[src/rtl/vga_timing_gen_pkg.sv]
// Shared 640x480@60 Hz raster constants for the timing generator and renderers.
package vga_timing_pkg;

    localparam int COUNT_W     = 10;
    localparam int CLK_DIV     = 4;

    localparam int H_TOTAL     = 800;
    localparam int H_SYNC      = 96;
    localparam int H_ACT_START = 144;
    localparam int H_ACT_END   = 784;

    localparam int V_TOTAL     = 525;
    localparam int V_SYNC      = 2;
    localparam int V_ACT_START = 35;
    localparam int V_ACT_END   = 515;

    typedef logic [COUNT_W-1:0] count_t;

endpackage

[src/rtl/vga_timing_gen_if.sv]
// Raster timing bundle: the generator drives it, renderers consume it.
interface vga_timing_gen_if;
    import vga_timing_pkg::*;

    logic   hSync;
    logic   vSync;
    logic   bright;
    count_t hCount;
    count_t vCount;
    logic   pix_en;
    logic   frame_tick;

    modport master (output hSync, vSync, bright, hCount, vCount, pix_en, frame_tick);
    modport slave  (input  hSync, vSync, bright, hCount, vCount, pix_en, frame_tick);

endinterface

[src/rtl/vga_timing_gen_pix_clk_en.sv]
// Pixel-rate enable: a wrapping divide-by-DIV counter with a one-clk strobe
// on its last phase. DIV must be at least 2.
module pix_clk_en #(
    parameter int DIV = 4
) (
    input  logic clk,
    input  logic rst,
    output logic pix_en
);

    localparam int DW = $clog2(DIV);
    localparam logic [DW-1:0] LAST = DW'(DIV - 1);

    logic [DW-1:0] div;

    // Phase counter 0..DIV-1, restarting from 0 on reset.
    always_ff @(posedge clk) begin
        if (rst)              div <= '0;
        else if (div == LAST) div <= '0;
        else                  div <= div + DW'(1);
    end

    assign pix_en = (div == LAST);

endmodule

[src/rtl/vga_timing_gen.sv]
// VGA raster timing: pixel/line counters, registered syncs, display-active
// flag and a once-per-frame tick at the start of vertical blank.
module vga_timing_gen
    import vga_timing_pkg::*;
#(
    parameter int CLK_DIV     = vga_timing_pkg::CLK_DIV,
    parameter int H_TOTAL     = vga_timing_pkg::H_TOTAL,
    parameter int H_SYNC      = vga_timing_pkg::H_SYNC,
    parameter int H_ACT_START = vga_timing_pkg::H_ACT_START,
    parameter int H_ACT_END   = vga_timing_pkg::H_ACT_END,
    parameter int V_TOTAL     = vga_timing_pkg::V_TOTAL,
    parameter int V_SYNC      = vga_timing_pkg::V_SYNC,
    parameter int V_ACT_START = vga_timing_pkg::V_ACT_START,
    parameter int V_ACT_END   = vga_timing_pkg::V_ACT_END
) (
    input  logic             clk,
    input  logic             rst,
    vga_timing_gen_if.master vga
);

    // Bounds pre-cast to counter width so every compare is plain unsigned.
    localparam count_t H_LAST   = count_t'(H_TOTAL - 1);
    localparam count_t V_LAST   = count_t'(V_TOTAL - 1);
    localparam count_t H_SYNC_C = count_t'(H_SYNC);
    localparam count_t V_SYNC_C = count_t'(V_SYNC);
    localparam count_t HA_START = count_t'(H_ACT_START);
    localparam count_t HA_END   = count_t'(H_ACT_END);
    localparam count_t VA_START = count_t'(V_ACT_START);
    localparam count_t VA_LAST  = count_t'(V_ACT_END - 1);

    logic   pix_en;
    count_t h_cnt, v_cnt, h_next, v_next;
    logic   h_sync, v_sync, bright, frame_tick;

    pix_clk_en #(.DIV(CLK_DIV)) u_pix_clk_en (
        .clk    (clk),
        .rst    (rst),
        .pix_en (pix_en)
    );

    // Next raster position; line and frame wrap share one edge.
    always_comb begin
        h_next = h_cnt;
        v_next = v_cnt;
        if (pix_en) begin
            if (h_cnt == H_LAST) begin
                h_next = '0;
                v_next = (v_cnt == V_LAST) ? '0 : v_cnt + count_t'(1);
            end else begin
                h_next = h_cnt + count_t'(1);
            end
        end
    end

    // Counters plus decodes taken from next-state values, so the syncs and
    // bright always describe the counter value they are registered alongside.
    always_ff @(posedge clk) begin
        if (rst) begin
            h_cnt      <= '0;
            v_cnt      <= '0;
            h_sync     <= 1'b0;
            v_sync     <= 1'b0;
            bright     <= 1'b0;
            frame_tick <= 1'b0;
        end else begin
            h_cnt      <= h_next;
            v_cnt      <= v_next;
            h_sync     <= !(h_next < H_SYNC_C);
            v_sync     <= !(v_next < V_SYNC_C);
            bright     <= (h_next >= HA_START) && (h_next < HA_END) &&
                          (v_next >= VA_START) && (v_next <= VA_LAST);
            // Only the edge entering (0, V_ACT_END) raises the tick.
            frame_tick <= pix_en && (h_cnt == H_LAST) && (v_cnt == VA_LAST);
        end
    end

    assign vga.hCount     = h_cnt;
    assign vga.vCount     = v_cnt;
    assign vga.hSync      = h_sync;
    assign vga.vSync      = v_sync;
    assign vga.bright     = bright;
    assign vga.pix_en     = pix_en;
    assign vga.frame_tick = frame_tick;

endmodule

[src/flat_wrapper.sv]
// flat-port wrapper written by rule: the top's interface ports become plain ports
module vga_timing_gen_flat import vga_timing_pkg::*;
#(
    parameter int CLK_DIV     = vga_timing_pkg::CLK_DIV,
    parameter int H_TOTAL     = vga_timing_pkg::H_TOTAL,
    parameter int H_SYNC      = vga_timing_pkg::H_SYNC,
    parameter int H_ACT_START = vga_timing_pkg::H_ACT_START,
    parameter int H_ACT_END   = vga_timing_pkg::H_ACT_END,
    parameter int V_TOTAL     = vga_timing_pkg::V_TOTAL,
    parameter int V_SYNC      = vga_timing_pkg::V_SYNC,
    parameter int V_ACT_START = vga_timing_pkg::V_ACT_START,
    parameter int V_ACT_END   = vga_timing_pkg::V_ACT_END
)
  (clk, rst, vga_hSync, vga_vSync, vga_bright, vga_hCount, vga_vCount, vga_pix_en, vga_frame_tick);
  vga_timing_gen_if vga_i ();
  input  logic clk;
  input  logic rst;
  output wire logic [$bits(vga_i.hSync)-1:0] vga_hSync;
  output wire logic [$bits(vga_i.vSync)-1:0] vga_vSync;
  output wire logic [$bits(vga_i.bright)-1:0] vga_bright;
  output wire logic [$bits(vga_i.hCount)-1:0] vga_hCount;
  output wire logic [$bits(vga_i.vCount)-1:0] vga_vCount;
  output wire logic [$bits(vga_i.pix_en)-1:0] vga_pix_en;
  output wire logic [$bits(vga_i.frame_tick)-1:0] vga_frame_tick;
  assign vga_hSync = vga_i.hSync;
  assign vga_vSync = vga_i.vSync;
  assign vga_bright = vga_i.bright;
  assign vga_hCount = vga_i.hCount;
  assign vga_vCount = vga_i.vCount;
  assign vga_pix_en = vga_i.pix_en;
  assign vga_frame_tick = vga_i.frame_tick;
  vga_timing_gen #(.CLK_DIV(CLK_DIV), .H_TOTAL(H_TOTAL), .H_SYNC(H_SYNC), .H_ACT_START(H_ACT_START), .H_ACT_END(H_ACT_END), .V_TOTAL(V_TOTAL), .V_SYNC(V_SYNC), .V_ACT_START(V_ACT_START), .V_ACT_END(V_ACT_END)) u_core (.clk(clk), .rst(rst), .vga(vga_i));
endmodule
[config.mk]
export PLATFORM = sky130hd
export DESIGN_NAME = vga_timing_gen_flat
export DESIGN_NICKNAME = d
export VERILOG_FILES = /design/src/rtl/vga_timing_gen_pkg.sv /design/src/rtl/vga_timing_gen_if.sv /design/src/rtl/vga_timing_gen_pix_clk_en.sv /design/src/rtl/vga_timing_gen.sv /design/src/flat_wrapper.sv
export SDC_FILE = /design/constraint.sdc
export NUM_CORES = 1
export LEC_CHECK = 0
export BUFFER_PORTS_ARGS = -buffer_cell sky130_fd_sc_hd__buf_4
export CORE_MARGIN = 4
export CORE_UTILIZATION = 39
export CTS_CLUSTER_SIZE = 8
export DETAILED_ROUTE_END_ITERATION = 10
export PLACE_DENSITY_LB_ADDON = 0.05
export SLEW_MARGIN = 20
export SYNTH_ARGS = -nofsm -noshare
export SYNTH_HDL_FRONTEND = slang
export SYNTH_SLANG_ARGS = --single-unit
[constraint.sdc]
create_clock -name clk -period 2.4 [get_ports clk]
set_input_delay 0.24 -clock clk [delete_from_list [all_inputs] [get_ports clk]]
set_output_delay 0.24 -clock clk [all_outputs]
set_load 0.1 [all_outputs]
# Yosys cells after proc, flatten, opt, wreduce, memory -nomap -nowiden
# Cells that the tools add are included.
# word_totals
register_bits	26
inputBits	2
output_inout_bits	25
elab_cells	33
# op_classes
n_addsub	3
order_cmp	6
n_eq_ne	4
n_mux	5
n_reduce_logical	8
# op_table
operator	count
$mux W10	5
$eq A10 B10 Y1 const B	3
$add A10 B1 Y10 const B	2
$ge A10 B6 Y1 const B	1
$ge A10 B8 Y1 const B	1
$le A10 B10 Y1 const B	1
$lt A10 B10 Y1 const B	1
$lt A10 B2 Y1 const B	1
$lt A10 B7 Y1 const B	1
$logic_and A1 B1 Y1	5
$add A2 B1 Y2 const B	1
$eq A2 B2 Y1 const B	1
$logic_not A1 Y1	2
$reduce_or A2 Y1	1

# Logic depth before layout (Yosys ltp)
# Gate-level depths: netlist (run 1).
# depth
ltp_word	7
ltp_mapped	9
depth_no_buf	8

# By module
# From an unflattened synthesis (run 1), not the netlist that was laid out.
# unflattened
cells_unflattened	170
hier_area_um2	1485.2
# by_module_without_submodules
module	n_inst	cells_per_inst	area_each_um2	seq_area_each_um2
vga_timing_gen	1	165	1410.1	480.5
pix_clk_en	1	5	75.1	40.0

# Worst setup path before layout (run 1)
# OpenSTA, ideal clock, no wires.
# synth_path
path_type	reg-to-reg
start	register u_core.h_cnt[0], in the netlist u_core.vga.hCount[0]
end	register u_core.bright, in the netlist u_core.vga.bright
setup_time_ns	0.088
t_arrival_ns	2.915
t_required_ns	2.312
slack_ns	-0.603
path_stages_with_launch	8
n_path_buf	1
period_less_slack_ns	3.003
path_cell_list	dfxtp_1 ha_1 nand3_1 or3_4 buf_6 o221a_4 a211o_1 a311oi_2
# synth_via
elab_chain_cells	7
word_cells_on_any_way	13
cone_classes	add/sub (1); order compare (4); eq/ne (1); mux (4); reduce/logical (3)
# synth_rtl
element	line	source
from (decl)	vga_timing_gen.sv:32	count_t h_cnt, v_cnt, h_next, v_next;
from (signal assigned)	vga_timing_gen.sv:66	h_cnt <= h_next;
$add A10 B1 Y10 or $eq A10 B10 Y1 (tied branches)	vga_timing_gen.sv:50, vga_timing_gen.sv:46	
$mux W10	vga_timing_gen.sv:46	if (h_cnt == H_LAST) begin
$mux W10	vga_timing_gen.sv:45	if (pix_en) begin
$ge A10 B8 Y1 or $lt A10 B10 Y1 (tied branches)	vga_timing_gen.sv:70	bright <= (h_next >= HA_START) && (h_next < HA_END) &&
$logic_and A1 B1 Y1 (2 in a row)	vga_timing_gen.sv:70	
$logic_and A1 B1 Y1 *	vga_timing_gen.sv:71	(v_next >= VA_START) && (v_next <= VA_LAST);
to (signal assigned)	vga_timing_gen.sv:70	
to (decl)	vga_timing_gen.sv:33	logic h_sync, v_sync, bright, frame_tick;
# Mark *: on every way between the ends. The rest lies on a longest branch, timed or not.
# A chain may end at the register's enable or synchronous reset.

# Final worst setup path (run 1)
# layout_path
start	register u_core.h_cnt[5], in the netlist u_core.vga.hCount[5]
end	register u_core.bright, in the netlist u_core.vga.bright
# The elaborated chain is that of the path after synthesis.

==> impl_metrics.yaml, run 1 <==
run_status:
  status: "finished clean"
global_route:
  grt_max_degree: 25
  grt_pass1_wl_um: 6840
  grt.overflow.total: 0
  grt_util_all_layers_pct: 16.4
  grt_pass1_vias: 1463
  grt_antenna_before_repair: 0
worst_setup_path:
  path_max_fanout: 20
  cp-end-kind: "register"
  cpMostUsedCell: "or3_4"
  worstPathArrival_ps: 2490
  critical_path_class: "register to register"
  crit_path_top_delay_cell: "or3_4"
  cp-start-kind: "register"
  cp.required_ps: 2590
  worstPathCellList: "or3_4 -> or3_4 -> nor4_4 -> o211a_1 -> nand4_1 -> a311oi_2"
  cp_top_family: "simple AND/OR/NAND/NOR gates"
  cpPeakStageDelay_ps: 520
  crit_buf_inv: 0
cells_and_area:
  insertedDiodeCount: 0
  fin_cells: 269
  drive_above_1_share_pct: 28.3
  fin_util_pct: 49.3
  areaGrowthSynthToFinish_pct: 22.4
  nets: 227
  design_area_um2: 1960
  fillers: 384
sta:
  worst_pin_slew_ps: 468
  post-route-period-util_pct: 95.9
  rsz0062_at_grt: "false"
  hold_ws_ps: 313
  max_freq_mhz: 434
  setup_violations: 0
  setup_tns_ps: 0
  hold_viol: 0
  min_period_ps: 2300
  slew_violations: 0
  relSlewSlack_pct: 68.6
  finClkSkew_ps: 4.34
  layout_setup_ws_ps: 98.0
place:
  dp_hpwl_um: 3040
  dpl_cell_area_um2: 1900
  place_ws_ps: 122
  dp.cells: 265
  portBuffers: 26
  gp_congestion: 0.844
drt:
  wl_per_cell_um: 14.9
  vias_per_cell: 5.84
  route.detailed.drc: 0
  num_vias: 1571
  ant_nets: 0
  drtIter0Drc: 183
  routed_wl_um: 4020
  firstDrtPassIters: 4
power_and_ir_drop:
  p_total_mw: 0.825
  powerDensity_nw_per_um2: 421
  ir_drop_mv: 0.246
  p_leak_nw: 0.703
yosys:
  ys.flop_type: "dfxtp_1"
  ys_seq_area_share_pct: 32.5
  synth_edf_count: 0
  postSynth.asyncResetShare_pct: 0
  synthCells: 195
  ys_warn_count: 0
  synth_nets: 202
  synth_seq_cells: 26
  syn_avg_cell_area_um2: 8.21
  syn_area_um2: 1600
  yosysUniqueCellTypes: 47
floorplanning:
  chipWidth_um: 72.1
  row_count: 23
  die_area_um2: 5190
  start_util_pct: 40.3
  die_h_um: 72.1
  fp.coreArea_um2: 3970
  io_pins: 27
flow_run:
  maxCapViolations: 0
clock_network:
  clock_latency_ps: 280
  clk_pin_slew_ps: 90
  clock_path_buffers: 2
  root_buffer: "clkbuf_8"
  cts_tree: "yes"
  clock_sinks: 26
  cts-htree-levels: 1
  cts_buffers: 3
worst_hold_path:
  min_path_type: "primary input to register"
[flip-flops by register name (all words and copies together) (netlist names)]
register and count:
u_core.u_pix_clk_en.div 2, u_core.vga.frame_tick 1, u_core.vga.hCount 10, u_core.vga.vSync 1, u_core.vga.hSync 1, u_core.vga.bright 1
u_core.vga.vCount 10
[final timing paths]
path	startpoint	endpoint	slack, ps	cells past startpoint
max	u_core.vga.hCount[5]	u_core.vga.bright	100	6
min	rst	u_core.vga.vCount[5]	310	2
max reg2reg	u_core.vga.hCount[5]	u_core.vga.bright	100	6
min reg2reg	u_core.u_pix_clk_en.div[0]	u_core.u_pix_clk_en.div[0]	490	1
[where the power goes]
part | switching (mW) | leakage (nW) | internal [mW]
registers | 0.0106 | 0.221 | 0.434
clock network | 0.145 | 0.0288 | 0.147
logic | 0.0623 | 0.453 | 0.0255
total | 0.218 | 0.703 | 0.607
[per-layer routing]
layer,GRT usage (%),vias up,share of wire [%]
met4,7.10,0,2.4
met2,26.1,56,47
met1,21.7,726,45
met5,0,-,0
li1,-,779,-
met3,3.05,10,4.6
[layout by cell type, fill, tap and decap left out, drive strengths merged, types with 3 or more instances in the layout]
| master | Yosys | final |
|---|---|---|
| and3 | 4 | 4 |
| clkbuf | 9 | 4 |
| xnor2 | 7 | 7 |
| xor2 | 4 | 4 |
| nor2 | 15 | 15 |
| inv | 8 | 8 |
| o21ai | 9 | 9 |
| a21oi | 14 | 14 |
| dfxtp | 26 | 26 |
| a41oi | 3 | 3 |
| nand3 | 8 | 8 |
| and4 | 4 | 4 |
| nand4 | 7 | 7 |
| or3 | 5 | 5 |
| buf | 3 | 32 |
| ha | 5 | 5 |
| nor3b | 4 | 4 |
| nor3 | 12 | 12 |
| nor4 | 5 | 5 |
| nand2 | 12 | 12 |
[synthesized netlist by cell type (2+ instances only)]
| cell | n | share of area [%] |
|---|---|---|
| a2bb2oi_1 | 2 | 1.1 |
| nand2_1 | 12 | 2.8 |
| or3_1 | 3 | 1.2 |
| nor4_1 | 4 | 1.6 |
| or3_4 | 2 | 1.4 |
| buf_6 | 2 | 1.4 |
| o21ai_0 | 8 | 2.5 |
| ha_1 | 5 | 3.9 |
| and4_1 | 4 | 2.2 |
| clkbuf_1 | 9 | 2.1 |
| nand2b_1 | 2 | 0.78 |
| nand4_1 | 7 | 2.7 |
| o31a_1 | 2 | 1.1 |
| xor2_1 | 4 | 2.2 |
| dfxtp_1 | 26 | 33 |
| nor2b_1 | 2 | 0.78 |
| nand3_1 | 8 | 2.5 |
| a41oi_1 | 3 | 1.6 |
| xnor2_1 | 7 | 3.8 |
| and2_1 | 2 | 0.78 |
| a21oi_1 | 14 | 4.4 |
| nor3b_1 | 4 | 1.9 |
| a22oi_1 | 2 | 0.94 |
| o22ai_1 | 2 | 0.78 |
| and3_1 | 4 | 1.6 |
| inv_1 | 8 | 1.9 |
| nor3_1 | 12 | 3.8 |
| nor2_1 | 15 | 3.5 |
| a31oi_1 | 2 | 0.78 |
[repair_timing]
item,CTS,global route
gates resized for setup,0,0
buffers inserted,0,0
hold buffers,0,0
setup endpoints to repair,0,1
[final cells by class]
type                            count  area, um^2  share of cell area, %
Clock buffer                        4        55.1                   2.81
Sequential cell                    26         558                   28.5
Inverter                            8        30.0                   1.53
Tap cell                           50        62.6                   3.19
Multi-Input combinational cell    149        1010                   51.7
Timing Repair Buffer               32         240                   12.3
[cells by family (layout without fill, tap and decap cells)]
logic type | after synthesis | after routing | synth area share [%]
XOR/XNOR | 11 | 11 | 6.02
buffers and inverters | 20 | 44 | 5.71
multiplexers | 1 | 1 | 0.704
AND/OR/NAND/NOR | 86 | 86 | 31.0
AO/OA/AOI/OAI | 46 | 46 | 20.1
flip-flops | 26 | 26 | 32.5
adder cells (fa/ha/maj) | 5 | 5 | 3.91
(Power assumes the default switching activity.)
==> run 2: changes to the inputs <==
Settings changed: GPL_ROUTABILITY_DRIVEN set to 0, PLACE_DENSITY_LB_ADDON 0.05 to not set.
==> run 2 against run 1 <==
Against the previous run:
- wire length fell by 4.0%
- global-route usage fell by 0.58 points
- via count fell by 2.0%
- sequential share of layout area rose by 0.11 points
- register-to-register slack improved by 60 ps
- sequential cell count did not move
- die area did not move
- cell count fell by 0.37%
- critical path type unchanged
- largest cell class unchanged
==> impl_metrics.yaml, run 2 (synthesized netlist as in run 1, its figures left out) <==
power_and_ir_drop:
  p_leak_nw: 0.697
  ir_drop_mv: 0.193
  powerDensity_nw_per_um2: 421
drt:
  route.detailed.drc: 0
  firstDrtPassIters: 4
  vias_per_cell: 5.74
  ant_nets: 0
  num_vias: 1539
  wl_per_cell_um: 14.4
  drtIter0Drc: 134
  routed_wl_um: 3860
floorplanning:
  io_pins: 27
  start_util_pct: 40.3
  die_area_um2: 5190
  fp.coreArea_um2: 3970
  chipWidth_um: 72.1
  die_h_um: 72.1
  row_count: 23
clock_network:
  cts-htree-levels: 1
  cts_tree: "yes"
  clock_path_buffers: 2
  root_buffer: "clkbuf_8"
  clk_pin_slew_ps: 90
  clock_latency_ps: 270
  cts_hold_buffers: 0
  clock_sinks: 26
  cts_buffers: 3
  post_cts_buffers: 0
  cts-resized-gates: 0
global_route:
  grt.overflow.total: 0
  grt_pass1_wl_um: 6840
  grt_util_all_layers_pct: 15.8
  grt_max_degree: 25
  grt_antenna_before_repair: 0
  grt_pass1_vias: 1512
sta:
  min_period_ps: 2240
  rsz0062_at_grt: "false"
  post-route-period-util_pct: 93.5
  max_freq_mhz: 446
  hold_viol: 0
  setup_tns_ps: 0
  worst_pin_slew_ps: 457
  slew_violations: 0
  finClkSkew_ps: 2.62
  relSlewSlack_pct: 69.3
  hold_ws_ps: 312
  setup_violations: 0
place:
  portBuffers: 26
  dp_hpwl_um: 2860
cells_and_area:
  areaGrowthSynthToFinish_pct: 22.0
  nets: 226
  final_common_cell: "buf_4"
  drive_above_1_share_pct: 28.0
  insertedDiodeCount: 0
  layout_common_cells: "buf_4 (31), nor2_1 (15), a21oi_1 (14)"
flow_run:
  maxCapViolations: 0
worst_setup_path:
  rrSetupSlack_ps: 160
  cp-start-kind: "register"
  cpPeakStageDelay_ps: 510
  cp.required_ps: 2590
  path_max_fanout: 20
  worstPathCellList: "or3_4 -> or3_4 -> o221a_4 -> a211o_1 -> a311oi_2"
  rr_worst_depth: 5
  critical_path_class: "register to register"
  cp-end-kind: "register"
  crit_path_top_delay_cell: "or3_4"
  worstPathArrival_ps: 2440
  crit_buf_inv: 0
  cp_top_family: "simple AND/OR/NAND/NOR gates"
  r2r_end: "u_core.vga.bright"
  rr_startpoint: "u_core.vga.hCount[5]"
  cpMostUsedCell: "or3_4"
worst_hold_path:
  min_path_type: "primary input to register"
  hp-start: "rst"
  whs_path_depth: 2
  hold_end: "u_core.vga.vCount[0]"
run_status:
  status: "finished clean"
==> run 2: changes by cell type in the layout (fill, tap and decap cells not counted) <==
cell / delta
buf_4: -1
==> run 2: area by class of cell <==
cell class | count | area [um^2]
fillers | 380 | 2020
multi-input cells | 149 | 1010
flip-flops and latches | 26 | 558
repair buffers | 31 | 233
well taps | 50 | 62.6
clock buffers | 4 | 55.1
inverters | 8 | 30.0
==> run 2: worst max-delay path by stage <==
stage                                     startpoint                 to  slack (ps)  cells after the start
after floorplan                 u_core.vga.vCount[6]  u_core.vga.bright           4                      7
after global routing      u_core.u_pix_clk_en.div[0]  u_core.vga.bright           6                      7
after global placement          u_core.vga.hCount[5]  u_core.vga.bright         200                      5
final                           u_core.vga.hCount[5]  u_core.vga.bright         160                      5
after detailed placement  u_core.u_pix_clk_en.div[0]  u_core.vga.bright         180                      7
after CTS                       u_core.vga.hCount[5]  u_core.vga.bright         160                      5
==> run 2: where the power goes <==
part           leakage [nW]  internal (mW)  switching [mW]
Combinational         0.447         0.0254          0.0621
Clock                0.0288          0.147           0.142
Sequential            0.221          0.434          0.0107
Total                 0.697          0.607           0.215
==> run 2: layer usage <==
metal | track usage (%) | wire (um)
met1 | 20.9 | 1800
met3 | 2.22 | 176
met2 | 27.4 | 1880
met4 | 3.34 | 13
met5 | 0 | 0
==> run 2: metrics by stage <==
step | power [mW] | util, % | setup WS (ps) | cells | instance area [um^2]
after detailed placement | 0.543 | 47.8 | 176 | 264 | 1900
after CTS | 0.835 | 49.1 | 155 | 268 | 1950
after floorplan | 0.527 | - | 4.06 | 195 | 1660
final | 0.821 | 49.1 | 157 | 268 | 1950
after global placement | 0.542 | 47.8 | 205 | 264 | 1900
after global routing | 0.861 | 49.1 | 6.35 | 268 | 1950
